--- config.mk ---
export PLATFORM = sky130hd
export DESIGN_NAME = grayscale_pipe
export DESIGN_NICKNAME = d
export VERILOG_FILES = /design/src/rtl/grayscale_pipe.sv
export SDC_FILE = /design/constraint.sdc
export NUM_CORES = 1
export LEC_CHECK = 0
export BUFFER_PORTS_ARGS = -buffer_cell sky130_fd_sc_hd__buf_2
export CORE_MARGIN = 3
export CORE_UTILIZATION = 45
export CTS_CLUSTER_DIAMETER = 30
export DETAILED_ROUTE_END_ITERATION = 16
export GPL_ROUTABILITY_DRIVEN = 0
export HOLD_SLACK_MARGIN = 0.15
export MAX_ROUTING_LAYER = met4
export RECOVER_POWER = 25
export SYNTH_ARGS = -nofsm -noshare
export SYNTH_HDL_FRONTEND = slang
export SYNTH_SLANG_ARGS = --single-unit
--- constraint.sdc ---
create_clock -name clock -period 11.5 [get_ports clock]
set_input_delay 0.575 -clock clock [delete_from_list [all_inputs] [get_ports clock]]
set_output_delay 0.575 -clock clock [all_outputs]
set_load 0.03 [all_outputs]
--- src/rtl/grayscale_pipe.sv ---
// Two-stage pipelined RGB-to-grayscale converter between a FWFT input FIFO and an
// output FIFO, with selectable reduction and a per-frame write counter.
module grayscale_pipe #(
  parameter int CHAN_WIDTH   = 8,
  parameter int DWIDTH_IN    = 3 * CHAN_WIDTH,
  parameter int DWIDTH_OUT   = CHAN_WIDTH,
  parameter int FRAME_PIXELS = 720 * 540
) (
  input  logic                  clock,
  input  logic                  reset,
  input  logic [1:0]            mode,
  output logic                  fifo_in_rd_en,
  input  logic [DWIDTH_IN-1:0]  fifo_in_dout,
  input  logic                  fifo_in_empty,
  output logic                  fifo_out_wr_en,
  output logic [DWIDTH_OUT-1:0] fifo_out_din,
  input  logic                  fifo_out_full,
  output logic                  frame_done
);

  localparam int C     = CHAN_WIDTH;
  localparam int PW    = CHAN_WIDTH + 8;
  localparam int CNT_W = (FRAME_PIXELS > 1) ? $clog2(FRAME_PIXELS) : 1;

  typedef enum logic [1:0] {
    MODE_AVG   = 2'd0,
    MODE_LUMA  = 2'd1,
    MODE_GREEN = 2'd2,
    MODE_MAX   = 2'd3
  } mode_e;

  // Handshake: a stage accepts when the stage after it is empty or draining.
  //   advance        = !s2_valid || !fifo_out_full
  //   fifo_out_wr_en = s2_valid && !fifo_out_full
  //   fifo_in_rd_en  = !fifo_in_empty && (!s1_valid || advance)
  logic             advance;
  logic             s1_valid_q, s1_valid_d;
  mode_e            s1_mode_q, s1_mode_d;
  logic [PW-1:0]    s1_part_q, s1_part_d;
  logic [C-1:0]     s1_b_q, s1_b_d;
  logic             s2_valid_q, s2_valid_d;
  logic [C-1:0]     dout_q, dout_d;
  logic [CNT_W-1:0] pix_cnt_q, pix_cnt_d;
  logic             cnt_last;

  logic [C-1:0]     in_r, in_g, in_b;
  logic [C-1:0]     s2_result;
  logic [C-1:0]     s1_part_chan;

  assign in_r = fifo_in_dout[3*C-1:2*C];
  assign in_g = fifo_in_dout[2*C-1:C];
  assign in_b = fifo_in_dout[C-1:0];

  assign advance        = !s2_valid_q || !fifo_out_full;
  assign fifo_out_wr_en = !reset && s2_valid_q && !fifo_out_full;
  assign fifo_in_rd_en  = !reset && !fifo_in_empty && (!s1_valid_q || advance);

  assign cnt_last     = (pix_cnt_q == CNT_W'(FRAME_PIXELS - 1));
  assign frame_done   = fifo_out_wr_en && cnt_last;
  assign fifo_out_din = dout_q;

  // Stage 1: partial reduction of the popped pixel, mode captured alongside it.
  always_comb begin
    s1_valid_d = fifo_in_rd_en || (s1_valid_q && !advance);
    s1_mode_d  = s1_mode_q;
    s1_part_d  = s1_part_q;
    s1_b_d     = s1_b_q;
    if (fifo_in_rd_en) begin
      s1_mode_d = mode_e'(mode);
      s1_b_d    = in_b;
      case (mode_e'(mode))
        MODE_AVG:   s1_part_d = PW'(in_r) + PW'(in_g) + PW'(in_b);
        MODE_LUMA:  s1_part_d = PW'(in_r) * PW'(77) + PW'(in_g) * PW'(150)
                              + PW'(in_b) * PW'(29);
        MODE_GREEN: s1_part_d = PW'(in_g);
        MODE_MAX:   s1_part_d = PW'((in_r > in_g) ? in_r : in_g);
        default:    s1_part_d = '0;
      endcase
    end
  end

  // Stage 2: finish the reduction. Weights sum to 256, so the rounded luma fits C bits.
  always_comb begin
    s2_result    = '0;
    s1_part_chan = C'(s1_part_q);
    case (s1_mode_q)
      MODE_AVG:   s2_result = C'(s1_part_q / PW'(3));
      MODE_LUMA:  s2_result = C'((s1_part_q + PW'(128)) >> 8);
      MODE_GREEN: s2_result = s1_part_chan;
      MODE_MAX:   s2_result = (s1_part_chan > s1_b_q) ? s1_part_chan : s1_b_q;
      default:    s2_result = '0;
    endcase
  end

  always_comb begin
    s2_valid_d = s2_valid_q;
    dout_d     = dout_q;
    if (advance) begin
      s2_valid_d = s1_valid_q;
      if (s1_valid_q) begin
        dout_d = s2_result;
      end
    end
  end

  always_comb begin
    pix_cnt_d = pix_cnt_q;
    if (fifo_out_wr_en) begin
      pix_cnt_d = cnt_last ? '0 : pix_cnt_q + CNT_W'(1);
    end
  end

  always_ff @(posedge clock) begin
    if (reset) begin
      s1_valid_q <= 1'b0;
      s1_mode_q  <= MODE_AVG;
      s1_part_q  <= '0;
      s1_b_q     <= '0;
      s2_valid_q <= 1'b0;
      dout_q     <= '0;
      pix_cnt_q  <= '0;
    end else begin
      s1_valid_q <= s1_valid_d;
      s1_mode_q  <= s1_mode_d;
      s1_part_q  <= s1_part_d;
      s1_b_q     <= s1_b_d;
      s2_valid_q <= s2_valid_d;
      dout_q     <= dout_d;
      pix_cnt_q  <= pix_cnt_d;
    end
  end

endmodule

==> impl_metrics.xml, run 1 <==
<?xml version="1.0" encoding="UTF-8"?>
<metrics>
  <group name="sta">
    <metric name="timing.final.crit_period" unit="ns">6.385</metric>
    <metric name="report.final.hold_viol_count" unit="">0</metric>
    <metric name="grt_setup_unrepaired" unit="">false</metric>
    <metric name="worst_pin_slew" unit="ns">1.875</metric>
    <metric name="maxClockFrequency" unit="MHz">156.6</metric>
    <metric name="finClkSkew" unit="ns">0.004714</metric>
    <metric name="totalNegativeSetupSlack" unit="ns">0</metric>
    <metric name="post-route-period-util" unit="%">55.52</metric>
    <metric name="slew_violations" unit="">40</metric>
    <metric name="maxSlewHeadroom" unit="%">-25.03</metric>
    <metric name="final_setup_violation_count" unit="">0</metric>
    <metric name="final.setup.worst_slack" unit="ns">5.115</metric>
  </group>
  <group name="run_status">
    <metric name="violations" unit="">max-capacitance violations, max-slew violations</metric>
    <metric name="outcome" unit="">complete, but fails checks</metric>
  </group>
  <group name="clocking">
    <metric name="cts_resized" unit="">0</metric>
    <metric name="h-tree-depth" unit="">2</metric>
    <metric name="ctsLongestPathBuffers" unit="">2</metric>
    <metric name="clk_pin_slew_worst_setup_hold_paths" unit="ns">0.07</metric>
    <metric name="cts_setup_buffers" unit="">0</metric>
    <metric name="clkSinkCount" unit="">55</metric>
    <metric name="clock_tree_from_tritoncts" unit="">yes</metric>
    <metric name="cts_buffers" unit="">5</metric>
    <metric name="worst_skew_pair.late_latency" unit="ns">0.30</metric>
    <metric name="post_cts_hold_buffer_count" unit="">0</metric>
    <metric name="clock_tree.root_cell" unit="">sky130_fd_sc_hd__clkbuf_16</metric>
  </group>
  <group name="floorplan">
    <metric name="row_count" unit="">48</metric>
    <metric name="die_area" unit="mm2">0.01943</metric>
    <metric name="floorplan.initialDensity" unit="%">46.12</metric>
    <metric name="io_pins" unit="">41</metric>
    <metric name="dieWidth" unit="um">139.4</metric>
    <metric name="dieHeight" unit="um">139.4</metric>
    <metric name="core_area" unit="mm2">0.01736</metric>
  </group>
  <group name="worst_setup_path">
    <metric name="cp.buffers_inverters" unit="">5</metric>
    <metric name="worst_setup_path_start_kind" unit="">input pin</metric>
    <metric name="worst_path_max_delay_cell" unit="">sky130_fd_sc_hd__fa_1</metric>
    <metric name="critPathMaxFanout" unit="">7</metric>
    <metric name="timing.critical_path.max_delay_family" unit="">adder cells</metric>
    <metric name="slowest_delay" unit="ns">0.51</metric>
    <metric name="path_common_cell" unit="">sky130_fd_sc_hd__fa_1</metric>
    <metric name="timing.critical_path.required" unit="ns">11.62</metric>
    <metric name="crit_type" unit="">in -&gt; reg</metric>
    <metric name="cp.arrival" unit="ns">6.51</metric>
    <metric name="worstSetupEndpointType" unit="">flip-flop</metric>
  </group>
  <group name="yosys">
    <metric name="synth_xor_area_share" unit="%">5.689</metric>
    <metric name="synth_adder_area_share" unit="%">34.23</metric>
    <metric name="synth_flop_cell" unit="">sky130_fd_sc_hd__dfxtp_1</metric>
    <metric name="yosys_warnings" unit="">0</metric>
    <metric name="post_synth_cell_types" unit="">83</metric>
    <metric name="synthesis.area_per_instance" unit="um2">8.086</metric>
    <metric name="fraction_of_the_mapped_netlist_area_in_simple_logic_gates" unit="%">16.61</metric>
    <metric name="synthesized_area_fraction_occupied_by_ao_oa_aoi_and_oai_cells" unit="%">19.10</metric>
    <metric name="proportion_of_register_bits_with_asynchronous_set_or_reset_after_synthesis" unit="%">0</metric>
    <metric name="ys_seq_area_share" unit="%">13.75</metric>
    <metric name="synth_enable_flop_cells" unit="">0</metric>
    <metric name="post_synth_instance_area" unit="mm2">0.008005</metric>
    <metric name="synth_cells" unit="">990</metric>
    <metric name="synth_top_family_by_area" unit="">adder cells</metric>
    <metric name="postSynthRegisterBits" unit="">55</metric>
    <metric name="synth_fp_nets" unit="">1200</metric>
    <metric name="yosysTopAreaCell" unit="">sky130_fd_sc_hd__ha_1</metric>
    <metric name="synth.top_cell.area_share" unit="%">17.97</metric>
    <metric name="synth.area.mux_share" unit="%">0.9534</metric>
    <metric name="synth_area_leaders" unit="">sky130_fd_sc_hd__ha_1 18%, sky130_fd_sc_hd__fa_1 16%, sky130_fd_sc_hd__dfxtp_1 14%, sky130_fd_sc_hd__inv_1 6.9%, sky130_fd_sc_hd__a21oi_1 4.9%</metric>
  </group>
  <group name="layout">
    <metric name="layoutNonFillerInstCount" unit="">1226</metric>
    <metric name="antenna_cells" unit="">0</metric>
    <metric name="final_core_util" unit="%">48.66</metric>
    <metric name="final_nets" unit="">1210</metric>
    <metric name="final_layout_size_suffix_gt1_share" unit="%">6.893</metric>
    <metric name="area_delta_synth_final" unit="%">5.502</metric>
  </group>
  <group name="power_and_ir_drop">
    <metric name="sw_frac_of_total" unit="%">50.58</metric>
    <metric name="max-vdd-ir-drop" unit="mV">0.1474</metric>
    <metric name="comb_power_share" unit="%">80.6</metric>
    <metric name="total_switching_power" unit="mW">1.130</metric>
    <metric name="power.density" unit="mW/mm2">264.5</metric>
    <metric name="leakage" unit="nW">3.844</metric>
    <metric name="clockPowerShare" unit="%">7.3</metric>
    <metric name="internal-power" unit="mW">1.104</metric>
    <metric name="power.share.sequential" unit="%">12.1</metric>
  </group>
  <group name="route">
    <metric name="avgViaCountPerCell" unit="">5.430</metric>
    <metric name="detail_route_antenna_nets" unit="">0</metric>
    <metric name="route.detailed.drc" unit="">0</metric>
    <metric name="num_vias" unit="">6657</metric>
    <metric name="drt_first_pass_iters" unit="">4</metric>
    <metric name="totalWireLength" unit="um">18960</metric>
    <metric name="drt_first_iter_violations" unit="">274</metric>
    <metric name="avgRoutedWirePerCell" unit="um">15.46</metric>
  </group>
  <group name="global_route">
    <metric name="number_of_global_route_vias_before_repair" unit="">6588</metric>
    <metric name="grt_first_pass_wirelength" unit="um">32670</metric>
    <metric name="grt_overflow" unit="">0</metric>
    <metric name="antenna_found_initial" unit="">0</metric>
    <metric name="global_route.usage.total" unit="%">20.77</metric>
    <metric name="maximum_number_of_pins_on_one_net_before_global_route_repair" unit="">40</metric>
  </group>
  <group name="placed_design">
    <metric name="place_hpwl" unit="um">15120</metric>
    <metric name="placement.setup.worst_slack" unit="ns">4.821</metric>
    <metric name="place.detailed.instances" unit="">1218</metric>
    <metric name="port_buffers" unit="">40</metric>
  </group>
  <group name="worst_hold_path">
    <metric name="worst_hold_path_type" unit="">reg -&gt; reg</metric>
  </group>
  <group name="flow_run">
    <metric name="max_cap_violations" unit="">1</metric>
  </group>
</metrics>
==> cells in the mapped netlist, drive strengths merged (6+ instances only) <==
| cell type | n |
|---|---|
| a211oi | 16 |
| a21o | 11 |
| a21oi | 80 |
| a31oi | 8 |
| and2 | 6 |
| and3 | 8 |
| buf | 17 |
| clkbuf | 23 |
| dfxtp | 55 |
| fa | 65 |
| ha | 115 |
| inv | 149 |
| nand2 | 84 |
| nand2b | 12 |
| nand3 | 22 |
| nand3b | 6 |
| nand4 | 8 |
| nor2 | 68 |
| nor2b | 10 |
| nor3 | 18 |
| nor4 | 6 |
| o211ai | 12 |
| o21ai | 47 |
| o21bai | 9 |
| or2 | 6 |
| or3 | 6 |
| xnor2 | 33 |
| xor2 | 19 |
==> final timing paths <==
path	from	end	slack (ns)	depth (start not counted)
worst max-delay path	fifo_in_dout[12]	s1_part_q[14]	5.12	26
worst min-delay path	s1_b_q[7]	s1_b_q[7]	0.46	2
worst max register to register	s1_part_q[7]	fifo_out_din[0]	5.86	19
worst min register to register	s1_b_q[7]	s1_b_q[7]	0.46	2
==> worst min-delay path, delay by kind of cell (launching register included) <==
family	cells	cell delay (ns)
and+or+nand+nor	1	0.05
DFF	1	0.31
AOI/OAI and AO/OA	1	0.05
==> cell type report <==
cell class                 count  area (um2)
fill                        1740        8911
multi-input combinational    745        6131
sequential                    55        1101
inverter                     150       563.0
clock buffer                   6       138.9
clock inverter                 2       16.27
timing repair buffer          43       214.0
tap                          225       281.5
==> stage by stage <==
step / cell area, um2 / hold slack [ns] / power [mW]
floorplan: 8005 / 0.4363 / 1.767
global placement: 8299 / 0.4414 / 2.072
detailed placement: 8299 / 0.4485 / 2.078
CTS: 8454 / 0.4595 / 2.258
global route: 8446 / 0.4762 / 2.558
finish: 8446 / 0.4574 / 2.234
==> power by group through the flow <==
stage          combinational, mW  clock, mW  sequential [mW]
2_1_floorplan               1.53          0            0.238
3_3_place_gp                1.80          0            0.274
3_5_place_dp                1.80          0            0.274
4_1_cts                     1.82      0.169            0.270
5_1_grt                     2.10      0.175            0.278
6_report                    1.80      0.163            0.270
==> sequential cells by signal (all words and copies together) (netlist names) <==
| name | cells |
|---|---|
| s1_valid_q | 1 |
| s1_part_q | 16 |
| s1_mode_q | 2 |
| s1_b_q | 8 |
| s2_valid_q | 1 |
| pix_cnt_q | 19 |
| fifo_out_din | 8 |
==> kinds of logic (layout without fill, tap and decap cells) <==
kind of cell             after synthesis  in the layout
AO/OA/AOI/OAI                        234            234
multiplexers                           7              7
XOR/XNOR                              52             52
AND/OR/NAND/NOR                      272            272
adder cells (fa/ha/maj)              180            180
buffers and inverters                190            201
flip-flops                            55             55
==> placed cells by master, fill, tap and decap left out, types with 6 or more instances in the layout <==
| master | count |
|---|---|
| sky130_fd_sc_hd__dfxtp_1 | 55 |
| sky130_fd_sc_hd__o21ai_0 | 40 |
| sky130_fd_sc_hd__nand3_1 | 22 |
| sky130_fd_sc_hd__nand2b_1 | 12 |
| sky130_fd_sc_hd__a31oi_1 | 7 |
| sky130_fd_sc_hd__o211ai_1 | 11 |
| sky130_fd_sc_hd__a21o_1 | 10 |
| sky130_fd_sc_hd__ha_1 | 115 |
| sky130_fd_sc_hd__and3_1 | 8 |
| sky130_fd_sc_hd__a211oi_1 | 14 |
| sky130_fd_sc_hd__nor2b_1 | 10 |
| sky130_fd_sc_hd__o21ai_1 | 6 |
| sky130_fd_sc_hd__nand4_1 | 8 |
| sky130_fd_sc_hd__and2_1 | 6 |
| sky130_fd_sc_hd__inv_1 | 148 |
| sky130_fd_sc_hd__nor3_1 | 17 |
| sky130_fd_sc_hd__fa_1 | 65 |
| sky130_fd_sc_hd__xor2_1 | 19 |
| sky130_fd_sc_hd__nand2_1 | 84 |
| sky130_fd_sc_hd__o21bai_1 | 9 |
| sky130_fd_sc_hd__xnor2_1 | 33 |
| sky130_fd_sc_hd__a21oi_1 | 79 |
| sky130_fd_sc_hd__nor2_1 | 67 |
| sky130_fd_sc_hd__buf_2 | 36 |
==> layer usage <==
layer | wire length (um) | track usage [%]
met2 | 8827 | 33.56
met5 | 0 | -
met3 | 684 | 1.478
met4 | 311 | 4.583
met1 | 9137 | 28.79
(Power assumes the default switching activity.)
==> run 2, diff against run 1 <==
==> constraint.sdc (replaced) <==
create_clock -name clock -period 6.6 [get_ports clock]
set_input_delay 0.33 -clock clock [delete_from_list [all_inputs] [get_ports clock]]
set_output_delay 0.33 -clock clock [all_outputs]
set_load 0.03 [all_outputs]
==> impl_metrics.xml, run 2 (same netlist as run 1, synthesis figures left out) <==
<?xml version="1.0" encoding="UTF-8"?>
<metrics>
  <group name="layout">
    <metric name="fillerInstances" unit="">1714</metric>
    <metric name="ff_latch_area" unit="mm2">0.001101</metric>
    <metric name="multi_input_area" unit="mm2">0.006131</metric>
    <metric name="final_layout_size_suffix_gt1_share" unit="%">6.958</metric>
    <metric name="antenna_cells" unit="">0</metric>
    <metric name="final_nets" unit="">1215</metric>
    <metric name="reg.largest.list" unit="">pix_cnt_q: 19 flops, s1_part_q: 16 flops</metric>
    <metric name="max_ffs_per_register" unit="">19</metric>
    <metric name="regMostFlops" unit="">pix_cnt_q</metric>
    <metric name="area_delta_synth_final" unit="%">5.955</metric>
    <metric name="most-common-layout-cells" unit="">148 x sky130_fd_sc_hd__inv_1, 115 x sky130_fd_sc_hd__ha_1, 84 x sky130_fd_sc_hd__nand2_1, 79 x sky130_fd_sc_hd__a21oi_1, 67 x sky130_fd_sc_hd__nor2_1</metric>
    <metric name="mostFrequentLayoutCell" unit="">sky130_fd_sc_hd__inv_1</metric>
  </group>
  <group name="route">
    <metric name="route.detailed.drc" unit="">0</metric>
    <metric name="avgRoutedWirePerCell" unit="um">15.57</metric>
    <metric name="detail_route_antenna_nets" unit="">0</metric>
    <metric name="totalWireLength" unit="um">19160</metric>
    <metric name="maxUsedRoutingLayer" unit="">met4</metric>
    <metric name="routed-wl-met2" unit="um">9059</metric>
    <metric name="drt_first_iter_violations" unit="">383</metric>
    <metric name="drt_first_pass_iters" unit="">5</metric>
    <metric name="routedLengthMet1" unit="um">9168</metric>
    <metric name="num_vias" unit="">6683</metric>
    <metric name="met3RoutedLength" unit="um">708</metric>
    <metric name="avgViaCountPerCell" unit="">5.429</metric>
  </group>
  <group name="flow_run">
    <metric name="max_cap_violations" unit="">0</metric>
  </group>
  <group name="clocking">
    <metric name="ctsLongestPathBuffers" unit="">2</metric>
    <metric name="clock_tree.root_cell" unit="">sky130_fd_sc_hd__clkbuf_16</metric>
    <metric name="cts_setup_buffers" unit="">0</metric>
    <metric name="clkSinkCount" unit="">55</metric>
    <metric name="h-tree-depth" unit="">2</metric>
    <metric name="worst_skew_pair.late_latency" unit="ns">0.31</metric>
    <metric name="clock_tree_from_tritoncts" unit="">yes</metric>
    <metric name="cts_buffers" unit="">5</metric>
    <metric name="clk_pin_slew_worst_setup_hold_paths" unit="ns">0.07</metric>
    <metric name="cts_resized" unit="">0</metric>
    <metric name="post_cts_hold_buffer_count" unit="">0</metric>
  </group>
  <group name="global_route">
    <metric name="antenna_found_initial" unit="">0</metric>
    <metric name="global_route.usage.total" unit="%">21.01</metric>
    <metric name="maximum_number_of_pins_on_one_net_before_global_route_repair" unit="">40</metric>
    <metric name="grt_first_pass_wirelength" unit="um">33020</metric>
    <metric name="number_of_global_route_vias_before_repair" unit="">6610</metric>
    <metric name="grt_overflow" unit="">0</metric>
  </group>
  <group name="sta">
    <metric name="timing.final.crit_period" unit="ns">6.075</metric>
    <metric name="maxClockFrequency" unit="MHz">164.6</metric>
    <metric name="final_setup_violation_count" unit="">0</metric>
    <metric name="worst_pin_slew" unit="ns">1.202</metric>
    <metric name="report.final.hold_viol_count" unit="">0</metric>
    <metric name="finClkSkew" unit="ns">0.005396</metric>
    <metric name="grt_setup_unrepaired" unit="">false</metric>
    <metric name="maxSlewHeadroom" unit="%">19.89</metric>
    <metric name="post-route-period-util" unit="%">92.05</metric>
    <metric name="slew_violations" unit="">0</metric>
    <metric name="totalNegativeSetupSlack" unit="ns">0</metric>
    <metric name="final.setup.worst_slack" unit="ns">0.5247</metric>
  </group>
  <group name="placed_design">
    <metric name="port_buffers" unit="">40</metric>
    <metric name="place_hpwl" unit="um">15400</metric>
    <metric name="placement.setup.worst_slack" unit="ns">0.1815</metric>
  </group>
  <group name="power_and_ir_drop">
    <metric name="max-vdd-ir-drop" unit="mV">0.2657</metric>
    <metric name="leakage" unit="nW">3.858</metric>
    <metric name="power.density" unit="mW/mm2">461.9</metric>
  </group>
  <group name="floorplan">
    <metric name="die_area" unit="mm2">0.01943</metric>
    <metric name="core_area" unit="mm2">0.01736</metric>
    <metric name="row_count" unit="">48</metric>
    <metric name="floorplan.initialDensity" unit="%">46.12</metric>
    <metric name="io_pins" unit="">41</metric>
    <metric name="dieHeight" unit="um">139.4</metric>
    <metric name="dieWidth" unit="um">139.4</metric>
  </group>
  <group name="worst_setup_path">
    <metric name="worst_setup_path_start_kind" unit="">input pin</metric>
    <metric name="cp.arrival" unit="ns">6.28</metric>
    <metric name="crit_type" unit="">in -&gt; reg</metric>
    <metric name="worstSetupEndpointType" unit="">flip-flop</metric>
    <metric name="critPathMaxFanout" unit="">3</metric>
    <metric name="timing.critical_path.required" unit="ns">6.80</metric>
  </group>
  <group name="worst_hold_path">
    <metric name="worst_hold_path_type" unit="">in -&gt; reg</metric>
  </group>
  <group name="run_status">
    <metric name="outcome" unit="">completed</metric>
  </group>
</metrics>
==> run 2: cell count changes in the layout (fill, tap and decap cells not counted) <==
cell / change
sky130_fd_sc_hd__buf_4: +5
sky130_fd_sc_hd__buf_2: -4
sky130_fd_sc_hd__clkbuf_1: +4
sky130_fd_sc_hd__clkinvlp_4: -1
sky130_fd_sc_hd__inv_8: +1
==> run 2: path summary, 6_finish.rpt <==
check / from / to / slack, ns / cells after the start
hold / removal: fifo_in_empty / s1_valid_q / 0.23 / 2
setup / recovery: fifo_in_dout[12] / s1_part_q[15] / 0.52 / 24
hold reg to reg: s1_b_q[7] / s1_b_q[7] / 0.46 / 2
setup reg to reg: s1_part_q[8] / fifo_out_din[0] / 1.08 / 19
==> run 2: area by class of cell <==
type | count | share of cell area, %
repair buffers | 48 | 2.906
clock inverters | 2 | 0.2360
inverters | 150 | 6.638
multi-input cells | 745 | 72.28
flip-flops and latches | 55 | 12.98
clock buffers | 6 | 1.637
well taps | 225 | 3.319
==> run 2: layer usage <==
layer | vias up | global-route usage [%]
li1 | 3412 | -
met1 | 3140 | 28.34
met2 | 114 | 34.55
met4 | 0 | 3.965
met3 | 17 | 2.405
met5 | - | -
==> run 2: report_power, final <==
| part | switching [mW] | leakage [nW] | total [mW] | internal, mW |
|---|---|---|---|---|
| sequential | 0.0990 | 0.448 | 0.465 | 0.366 |
| clock | 0.138 | 0.0790 | 0.293 | 0.155 |
| combinational | 1.75 | 3.33 | 3.16 | 1.41 |
| total | 1.98 | 3.86 | 3.92 | 1.93 |
==> run 2: through the flow <==
step / instance area [um2] / power [mW] / utilization (%) / std cells / hold WS (ns)
after floorplan: 8005 / 3.079 / - / 990 / 0.4219
after global routing: 8482 / 4.472 / 48.87 / 1231 / 0.2240
after detailed placement: 8337 / 3.640 / 48.03 / 1223 / 0.4487
after global placement: 8337 / 3.601 / 48.03 / 1223 / 0.4413
after CTS: 8496 / 3.960 / 48.95 / 1231 / 0.2188
final: 8482 / 3.918 / 48.87 / 1231 / 0.2256
==> run 2: worst max-delay path, stage by stage <==
cell                       delay [ns]
sky130_fd_sc_hd__buf_2           0.11
sky130_fd_sc_hd__ha_1            0.28
sky130_fd_sc_hd__ha_1            0.28
sky130_fd_sc_hd__inv_1           0.05
sky130_fd_sc_hd__fa_1            0.50
sky130_fd_sc_hd__fa_1            0.51
sky130_fd_sc_hd__inv_1           0.04
sky130_fd_sc_hd__ha_1            0.32
sky130_fd_sc_hd__xnor2_1         0.22
sky130_fd_sc_hd__fa_1            0.44
sky130_fd_sc_hd__inv_1           0.08
sky130_fd_sc_hd__fa_1            0.44
sky130_fd_sc_hd__fa_1            0.50
sky130_fd_sc_hd__inv_1           0.05
sky130_fd_sc_hd__fa_1            0.47
sky130_fd_sc_hd__ha_1            0.33
sky130_fd_sc_hd__a21oi_1         0.22
sky130_fd_sc_hd__o21bai_1        0.09
sky130_fd_sc_hd__a21oi_1         0.21
sky130_fd_sc_hd__o21bai_1        0.08
sky130_fd_sc_hd__a21oi_1         0.22
sky130_fd_sc_hd__o21ai_0         0.15
sky130_fd_sc_hd__xnor2_1         0.14
sky130_fd_sc_hd__a32o_1          0.21
